$ cat config.mk
export PLATFORM = sky130hd
export DESIGN_NAME = lane_deserializer_4
export DESIGN_NICKNAME = d
export VERILOG_FILES = /design/src/rtl/lane_deserializer_4_pkg.sv /design/src/rtl/lane_deserializer_4_lane_shift_unit.sv /design/src/rtl/lane_deserializer_4.sv
export SDC_FILE = /design/constraint.sdc
export NUM_CORES = 1
export LEC_CHECK = 0
export CORE_UTILIZATION = 46
export CTS_CLUSTER_DIAMETER = 80
export DETAILED_ROUTE_END_ITERATION = 7
export PLACE_DENSITY = 0.76
export SKIP_LAST_GASP = 1
export SLEW_MARGIN = 15
export SYNTH_ARGS = -nofsm -noshare
export SYNTH_HDL_FRONTEND = slang
export SYNTH_SLANG_ARGS = --single-unit
$ cat constraint.sdc
create_clock -name clk -period 2.2 [get_ports clk]
set_input_delay 0.33 -clock clk [delete_from_list [all_inputs] [get_ports clk]]
set_output_delay 0.33 -clock clk [all_outputs]
set_load 0.1 [all_outputs]
$ cat src/rtl/lane_deserializer_4_pkg.sv
// Shared constants and helpers for the four-lane serial deserializer.
package lane_deserializer_4_pkg;

  localparam int NUM_LANES = 4;
  localparam int SEL_W     = 2;

  // A lane counter must hold every value from 0 up to and including WIDTH.
  function automatic int cntWidth(input int width);
    return $clog2(width + 1);
  endfunction

endpackage

$ cat src/rtl/lane_deserializer_4_lane_shift_unit.sv
// One lane: a shift register that collects WIDTH serial bits (first bit ends
// up as the MSB), a fill counter, and the valid/ready handshake for the word.
module lane_shift_unit
  import lane_deserializer_4_pkg::*;
#(
  parameter int WIDTH = 8
) (
  input  logic             clk,
  input  logic             rst,
  input  logic             i_accept,
  input  logic             i_bit,
  input  logic             i_laneReady,
  output logic [WIDTH-1:0] o_data,
  output logic             o_valid
);

  localparam int             CW         = cntWidth(WIDTH);
  localparam logic [CW-1:0]  FULL_COUNT = CW'(WIDTH);

  logic [WIDTH-1:0] r_shiftReg;
  logic [CW-1:0]    r_count;
  logic             w_drain;

  assign o_valid = (r_count == FULL_COUNT);
  assign o_data  = r_shiftReg;
  assign w_drain = o_valid && i_laneReady;

  // Shift in accepted bits; a drain coinciding with an accept starts the next
  // word at count 1 so the new bit is neither lost nor delayed.
  always_ff @(posedge clk or posedge rst) begin
    if (rst) begin
      r_shiftReg <= '0;
      r_count    <= '0;
    end else begin
      if (i_accept) begin
        r_shiftReg <= {r_shiftReg[WIDTH-2:0], i_bit};
      end
      if (w_drain && i_accept) begin
        r_count <= CW'(1);
      end else if (w_drain) begin
        r_count <= '0;
      end else if (i_accept) begin
        r_count <= r_count + CW'(1);
      end
    end
  end

endmodule

$ cat src/rtl/lane_deserializer_4.sv
// Four-lane serial deserializer: routes each tagged bit to its lane, and
// stalls the source only when the addressed lane is holding a full word that
// its consumer is not taking this cycle. in_ready depends combinationally on
// lane_ready (never on in_valid), so integrators must budget that path.
module lane_deserializer_4
  import lane_deserializer_4_pkg::*;
#(
  parameter int WIDTH = 8
) (
  input  logic                       clk,
  input  logic                       rst,
  input  logic                       in_bit,
  input  logic [SEL_W-1:0]           in_sel,
  input  logic                       in_valid,
  output logic                       in_ready,
  output logic [NUM_LANES*WIDTH-1:0] lane_data,
  output logic [NUM_LANES-1:0]       lane_valid,
  input  logic [NUM_LANES-1:0]       lane_ready
);

  logic                 w_accept;
  logic [NUM_LANES-1:0] w_acceptOneHot;

  assign in_ready = !lane_valid[in_sel] || lane_ready[in_sel];
  assign w_accept = in_valid && in_ready;

  // Decode the lane select into a one-hot accept enable.
  always_comb begin
    w_acceptOneHot = '0;
    if (w_accept) begin
      w_acceptOneHot[in_sel] = 1'b1;
    end
  end

  for (genvar k = 0; k < NUM_LANES; k++) begin : gLane
    lane_shift_unit #(
      .WIDTH(WIDTH)
    ) uLane (
      .clk        (clk),
      .rst        (rst),
      .i_accept   (w_acceptOneHot[k]),
      .i_bit      (in_bit),
      .i_laneReady(lane_ready[k]),
      .o_data     (lane_data[k*WIDTH +: WIDTH]),
      .o_valid    (lane_valid[k])
    );
  end

endmodule

# After elaboration in Yosys (flattened, before gate mapping)
# Cells that the tools add are included.
totals:
  register_bits: 48
  latch_bits: 0
  ram_bits: 0
  rom_bits: 0
  in_bits: 10
  n_memories: 0
op_classes:
  addsub: 4
  multipliers: 0
  div_mod_pow: 0
  magnitude_cmp: 2
  n_eq_ne: 4
  n_shift: 0
  mux: 19
  bitwise_logic: 0
  reduce_logical: 16
op_table:
  columns: ["operator", "n"]
  rows:
  - ["2-to-1 mux 4 bit", 13]
  - ["adder 4 x 1 -> 4 bit, second input constant", 4]
  - ["== test 4 bit, second input constant", 4]
  - ["nonzero test 3 bit", 4]
  - ["logical AND 1 bit", 10]
  - ["binary-select mux 1 bit (select 2 bit)", 2]
  - ["less-than comparator 2 x 3 -> 1 bit, second input constant", 1]
  - ["2-to-1 mux 1 bit", 3]
  - ["demux 1 bit (select 2 bit)", 1]
  - ["greater-or-equal comparator 2 x 1 -> 1 bit, second input constant", 1]
  - ["logical NOT 1 bit", 1]
  - ["logical OR 1 bit", 1]

# Depth between registers and ports, before layout
# Gate-level depths: netlist (run 1).
logic_depth:
  ltp_word: 10
  mapped_depth: 9

# By module
# Synthesis (run 1) repeated with hierarchy kept, for this count alone.
hier_totals:
  hier_cells: 165
  hier_area_um2: 2188.3
by_module_without_submodules:
  columns: ["module", "instances", "cells_per_inst", "area_per_inst_um2"]
  rows:
  - ["lane_shift_unit", 4, 39, 521.8]
  - ["lane_deserializer_4", 1, 9, 101.3]

# Least setup slack after synthesis (run 1)
# OpenSTA, ideal clock, no wires.
synth_timing:
  path_kind: "register to register"
  startpoint: "register gLane[0].uLane.r_count[0]"
  endpoint: "register gLane[1].uLane.r_shiftReg[0]"
  setup_time_ps: 126
  arrival_ps: 2197
  required_time_ps: 2074
  slack_ps: -124
  stages_incl_launch_ff: 10
  path_buffers: 2
  cell_sequence: "dfrtp_1 inv_1 ha_1 and3b_1 buf_4 a211oi_4 or3_4 and3_4 buf_6 mux2_4"
synth_via:
  elab_chain_len: 7
synth_lines:
  columns: ["element", "line_no", "text"]
  rows:
  - ["from (decl)", "lane_deserializer_4_lane_shift_unit.sv:21", "logic [CW-1:0] r_count;"]
  - ["from (signal assigned)", "lane_deserializer_4_lane_shift_unit.sv:43", "r_count <= r_count + CW'(1);"]
  - ["== test 4 bit", "lane_deserializer_4_lane_shift_unit.sv:24", "assign o_valid = (r_count == FULL_COUNT);"]
  - ["net gLane[0].uLane.o_valid", "lane_deserializer_4_lane_shift_unit.sv:14", "output logic o_valid"]
  - ["binary-select mux 1 bit (select 2 bit)", "lane_deserializer_4.sv:24", "assign in_ready = !lane_valid[in_sel] || lane_ready[in_sel];"]
  - ["2-to-1 mux 1 bit (implied by the code)", "lane_deserializer_4.sv:24", null]
  - ["logical NOT 1 bit", "lane_deserializer_4.sv:24", null]
  - ["logical OR 1 bit", "lane_deserializer_4.sv:24", null]
  - ["net in_ready", "lane_deserializer_4.sv:15", "output logic in_ready,"]
  - ["logical AND 1 bit", "lane_deserializer_4.sv:25", "assign w_accept = in_valid && in_ready;"]
  - ["2-to-1 mux 4 bit", "lane_deserializer_4.sv:30", "if (w_accept) begin"]
  - ["to (signal assigned)", "lane_deserializer_4_lane_shift_unit.sv:36", "r_shiftReg <= {r_shiftReg[WIDTH-2:0], i_bit};"]
  - ["to (decl)", "lane_deserializer_4_lane_shift_unit.sv:20", "logic [WIDTH-1:0] r_shiftReg;"]
# The timed path passes the listed nets, and every way through them passes these cells. The select of a mux whose other input is x is not followed.
# A chain may end at the register's enable or synchronous reset.

# Final worst setup path (run 1)
layout_timing:
  startpoint: "register gLane[1].uLane.r_count[1]"
  endpoint: "output port in_ready"
layout_via:
  elab_chain_len: 5
layout_lines:
  columns: ["element", "line_no"]
  rows:
  - ["from (decl)", "lane_deserializer_4_lane_shift_unit.sv:21"]
  - ["from (signal assigned)", "lane_deserializer_4_lane_shift_unit.sv:43"]
  - ["== test 4 bit", "lane_deserializer_4_lane_shift_unit.sv:24"]
  - ["binary-select mux 1 bit (select 2 bit)", "lane_deserializer_4.sv:24"]
  - ["2-to-1 mux 1 bit (implied by the code)", "lane_deserializer_4.sv:24"]
  - ["logical NOT 1 bit", "lane_deserializer_4.sv:24"]
  - ["logical OR 1 bit", "lane_deserializer_4.sv:24"]
  - ["to (decl)", "lane_deserializer_4.sv:15"]
# No other way between the ends. The select of a mux whose other input is x is not followed.

==> impl_metrics.csv, run 1 <==
group,metric,value,unit
setup_path,cp.arrival,1.92,ns
setup_path,worstSetupPathType,"register to primary output",
global_route,antenna_found_initial,0,
clock_tree,cts_buffer_depth,2,
clock_tree,cts_tree,"done",
place,hpwl,2902,um
final_layout,multi_input_area,0.001006,mm2
timing,min_period,2.247,ns
outcome,status,"finished with violations",
yosys,synth_top_area_share,52.29,%
yosys,yosysWarnings,0,
yosys,synth_top_area_cell,"dfrtp_1",
global_route,grt_pass1_vias,1453,
yosys,ys_top_cells_by_area,"dfrtp_1 52%, mux2_1 8.8%, mux2_2 5.4%",
setup_path,crit_required,1.87,ns
setup_path,r2r_slack,0.06,ns
floorplan,die_h,72.67,um
yosys,syn_area_per_cell,12.83,um2
floorplan,initial_core_util,48.32,%
floorplan,num_rows,25,
clock_tree,htree_levels,2,
floorplan,die_area,0.005280,mm2
yosys,synth_cell_types,35,
timing,fin_crit_sh,102.2,%
hold_path,worstHoldPathType,"input pin to asynchronous set/reset pin",
timing,slew_headroom,79.18,%
timing,fmax,445.0,MHz
setup_path,critPathCaptureType,"primary output",
final_layout,antennaDiodeCount,0,
setup_path,cp_max_fo,3,
detailed_routing,drc,0,
final_layout,final_nets,261,
detailed_routing,routed_wl,4045,um
final_layout,finish.utilization,64.53,%
floorplan,fp.dieW,72.67,um
final_layout,areaGrowthSynthToFinish,33.55,%
final_layout,ff_latch_area,0.001201,mm2
yosys,syn_nets,197,
clock_tree,clkLatencyLatePin,0.29,ns
detailed_routing,drt_iter0_drc,44,
yosys,synthCells,179,
detailed_routing,drtAntennaViolNets,0,
yosys,ys_ff_latch,48,
setup_path,critPathLaunchType,"register",
timing,fin_skew,0.01044,ns
detailed_routing,vias,1530,
final_layout,n_fill_cell,406,
timing,finalHoldViolCount,0,
detailed_routing,wl_per_cell,13.01,um
timing,final_max_slew_viol_count,0,
clock_tree,root_buffer,"clkbuf_8",
timing,rsz0062_at_grt,"yes",
place,io_buffers,46,
place,dp_slack,-0.1149,ns
global_route,grt_pass1_wl,6548,um
floorplan,num_io_pins,47,
timing,fin_ws,-0.04734,ns
final_layout,instances_no_fill,311,
floorplan,coreArea,0.004755,mm2
timing,finalSetupTns,-0.04734,ns
global_route,grt_max_degree,20,
run,maxCapViolCount,0,
yosys,ys_seq_area_share,52.29,%
timing,setup_viol,1,
clock_tree,clock_sinks,48,
clock_tree,numCtsBuffers,5,
final_layout,drive_gt1_share,40.16,%
global_route,grt.overflow.total,0,
timing,max_slew.worst_pin.slew,0.3118,ns
detailed_routing,routed_via_density,4.920,
global_route,track_usage,16.32,%
yosys,syn_area,0.002297,mm2
clock_tree,hold_buffers,0,
outcome,violations,"setup timing",
detailed_routing,drtPass1Iterations,4,
place,place_inst,299,
place,routabilityCongestion,0.7594,
clock_tree,cts.reportedPaths.clkPinSlew,0.09,ns
==> worst max-delay path: stages (launching register included) <==
cell and delay, ns:
dfrtp_1 0.41, inv_2 0.09, ha_4 0.14, and4b_1 0.24, a211oi_4 0.05, or3_4 0.41
buf_6 0.13, buf_12 0.15
==> cell type report <==
class	count	area share, %
clock inverter	2	1.142
multi-input combinational	108	32.79
tap	67	2.732
clock buffer	6	2.365
timing repair buffer	68	20.35
inverter	12	1.468
sequential	48	39.15
==> cells in the mapped netlist (all sizes together) <==
| master | instances |
|---|---|
| inv | 12 |
| o21ai | 4 |
| o211ai | 4 |
| and3b | 4 |
| xor2 | 3 |
| nor2 | 3 |
| o311ai | 1 |
| o31ai | 4 |
| or3 | 1 |
| nand2b | 1 |
| buf | 11 |
| o22ai | 1 |
| a32o | 1 |
| and3 | 2 |
| mux2 | 37 |
| dfrtp | 48 |
| nand3b | 2 |
| a21oi | 5 |
| and4b | 1 |
| nand3 | 3 |
| a211oi | 1 |
| xnor2 | 1 |
| nor2b | 2 |
| ha | 8 |
| nor3 | 1 |
| and4 | 1 |
| mux2i | 3 |
| nand2 | 14 |
==> cell families (layout without fill, tap and decap cells) <==
| logic type | count (synthesis) | count (layout) | synth area share [%] |
|---|---|---|---|
| DFF | 48 | 48 | 52.29 |
| buffers and inverters | 23 | 88 | 5.283 |
| AOI/OAI and AO/OA | 21 | 21 | 7.080 |
| adders and majority gates | 8 | 8 | 4.357 |
| muxes | 40 | 40 | 20.75 |
| and+or+nand+nor | 35 | 35 | 8.714 |
| xor gates and xnor gates | 4 | 4 | 1.525 |
==> through the flow <==
step	cell area (um2)	hold slack, ns
finish	3068	0.2970
global route	3068	0.3319
CTS	3048	0.2981
detailed placement	2898	0.4700
global placement	2898	0.4675
floorplan	2307	0.4166
==> worst paths after layout <==
path,end,from,cells after the start
worst max-delay path,in_ready,gLane[1].uLane.r_count[1],7
worst min-delay path,gLane[3].uLane.o_data[0],rst,2
worst max register to register,gLane[1].uLane.r_count[1],gLane[1].uLane.r_count[1],8
worst min register to register,gLane[0].uLane.r_count[3],gLane[0].uLane.r_count[3],1
max in group asynchronous,gLane[2].uLane.r_count[1],rst,3
min in group clk,gLane[0].uLane.r_count[3],gLane[0].uLane.r_count[3],1
==> layer usage <==
metal  part of all wire (%)  wire length [um]  vias up  track usage (%)
met5                      0                 0        -                0
met4                    1.5                59        0            5.882
met3                    5.2               212        6            4.834
met2                     47              1921       33            26.58
met1                     46              1852      750            20.66
li1                       -                 -      741                -
==> flip-flops by register name, indices dropped and copies added, names as in the netlist <==
name                 flops
gLane.uLane.o_data      32
gLane.uLane.r_count     16
==> cells in the final DEF (no fill, tap or decap), types with 2 or more instances in the layout <==
cell type        instances
inv_1                    9
dfrtp_1                 48
buf_12                   7
ha_1                     6
mux2_1                  18
clkdlybuf4s50_1          9
mux2_4                   8
a21oi_1                  5
and3b_2                  2
buf_4                   51
nand2_1                 14
o31ai_1                  3
nand3_1                  3
clkbuf_8                 5
and3b_1                  2
nor2_1                   3
mux2i_1                  3
nor2b_1                  2
nand3b_1                 2
inv_2                    3
mux2_2                  11
xor2_1                   3
o211ai_1                 4
o21ai_0                  3
==> what timing repair did <==
action / CTS / global route
buffers inserted: 4 / 1
pin swaps: 3 / 2
endpoints found under the setup margin: 1 / 16
resized for setup: 5 / 4
Power of run 1 is not shown: default switching activity piles up to over one toggle a cycle in this logic, so the estimate is an artifact.
==> run 2: changes to the inputs <==
Settings changed: GPL_ROUTABILITY_DRIVEN set to 0.
==> results of run 2 <==
No change in the layout: final DEF, timing and power equal those of run 1.
Power of run 2 is left out for the same reason.
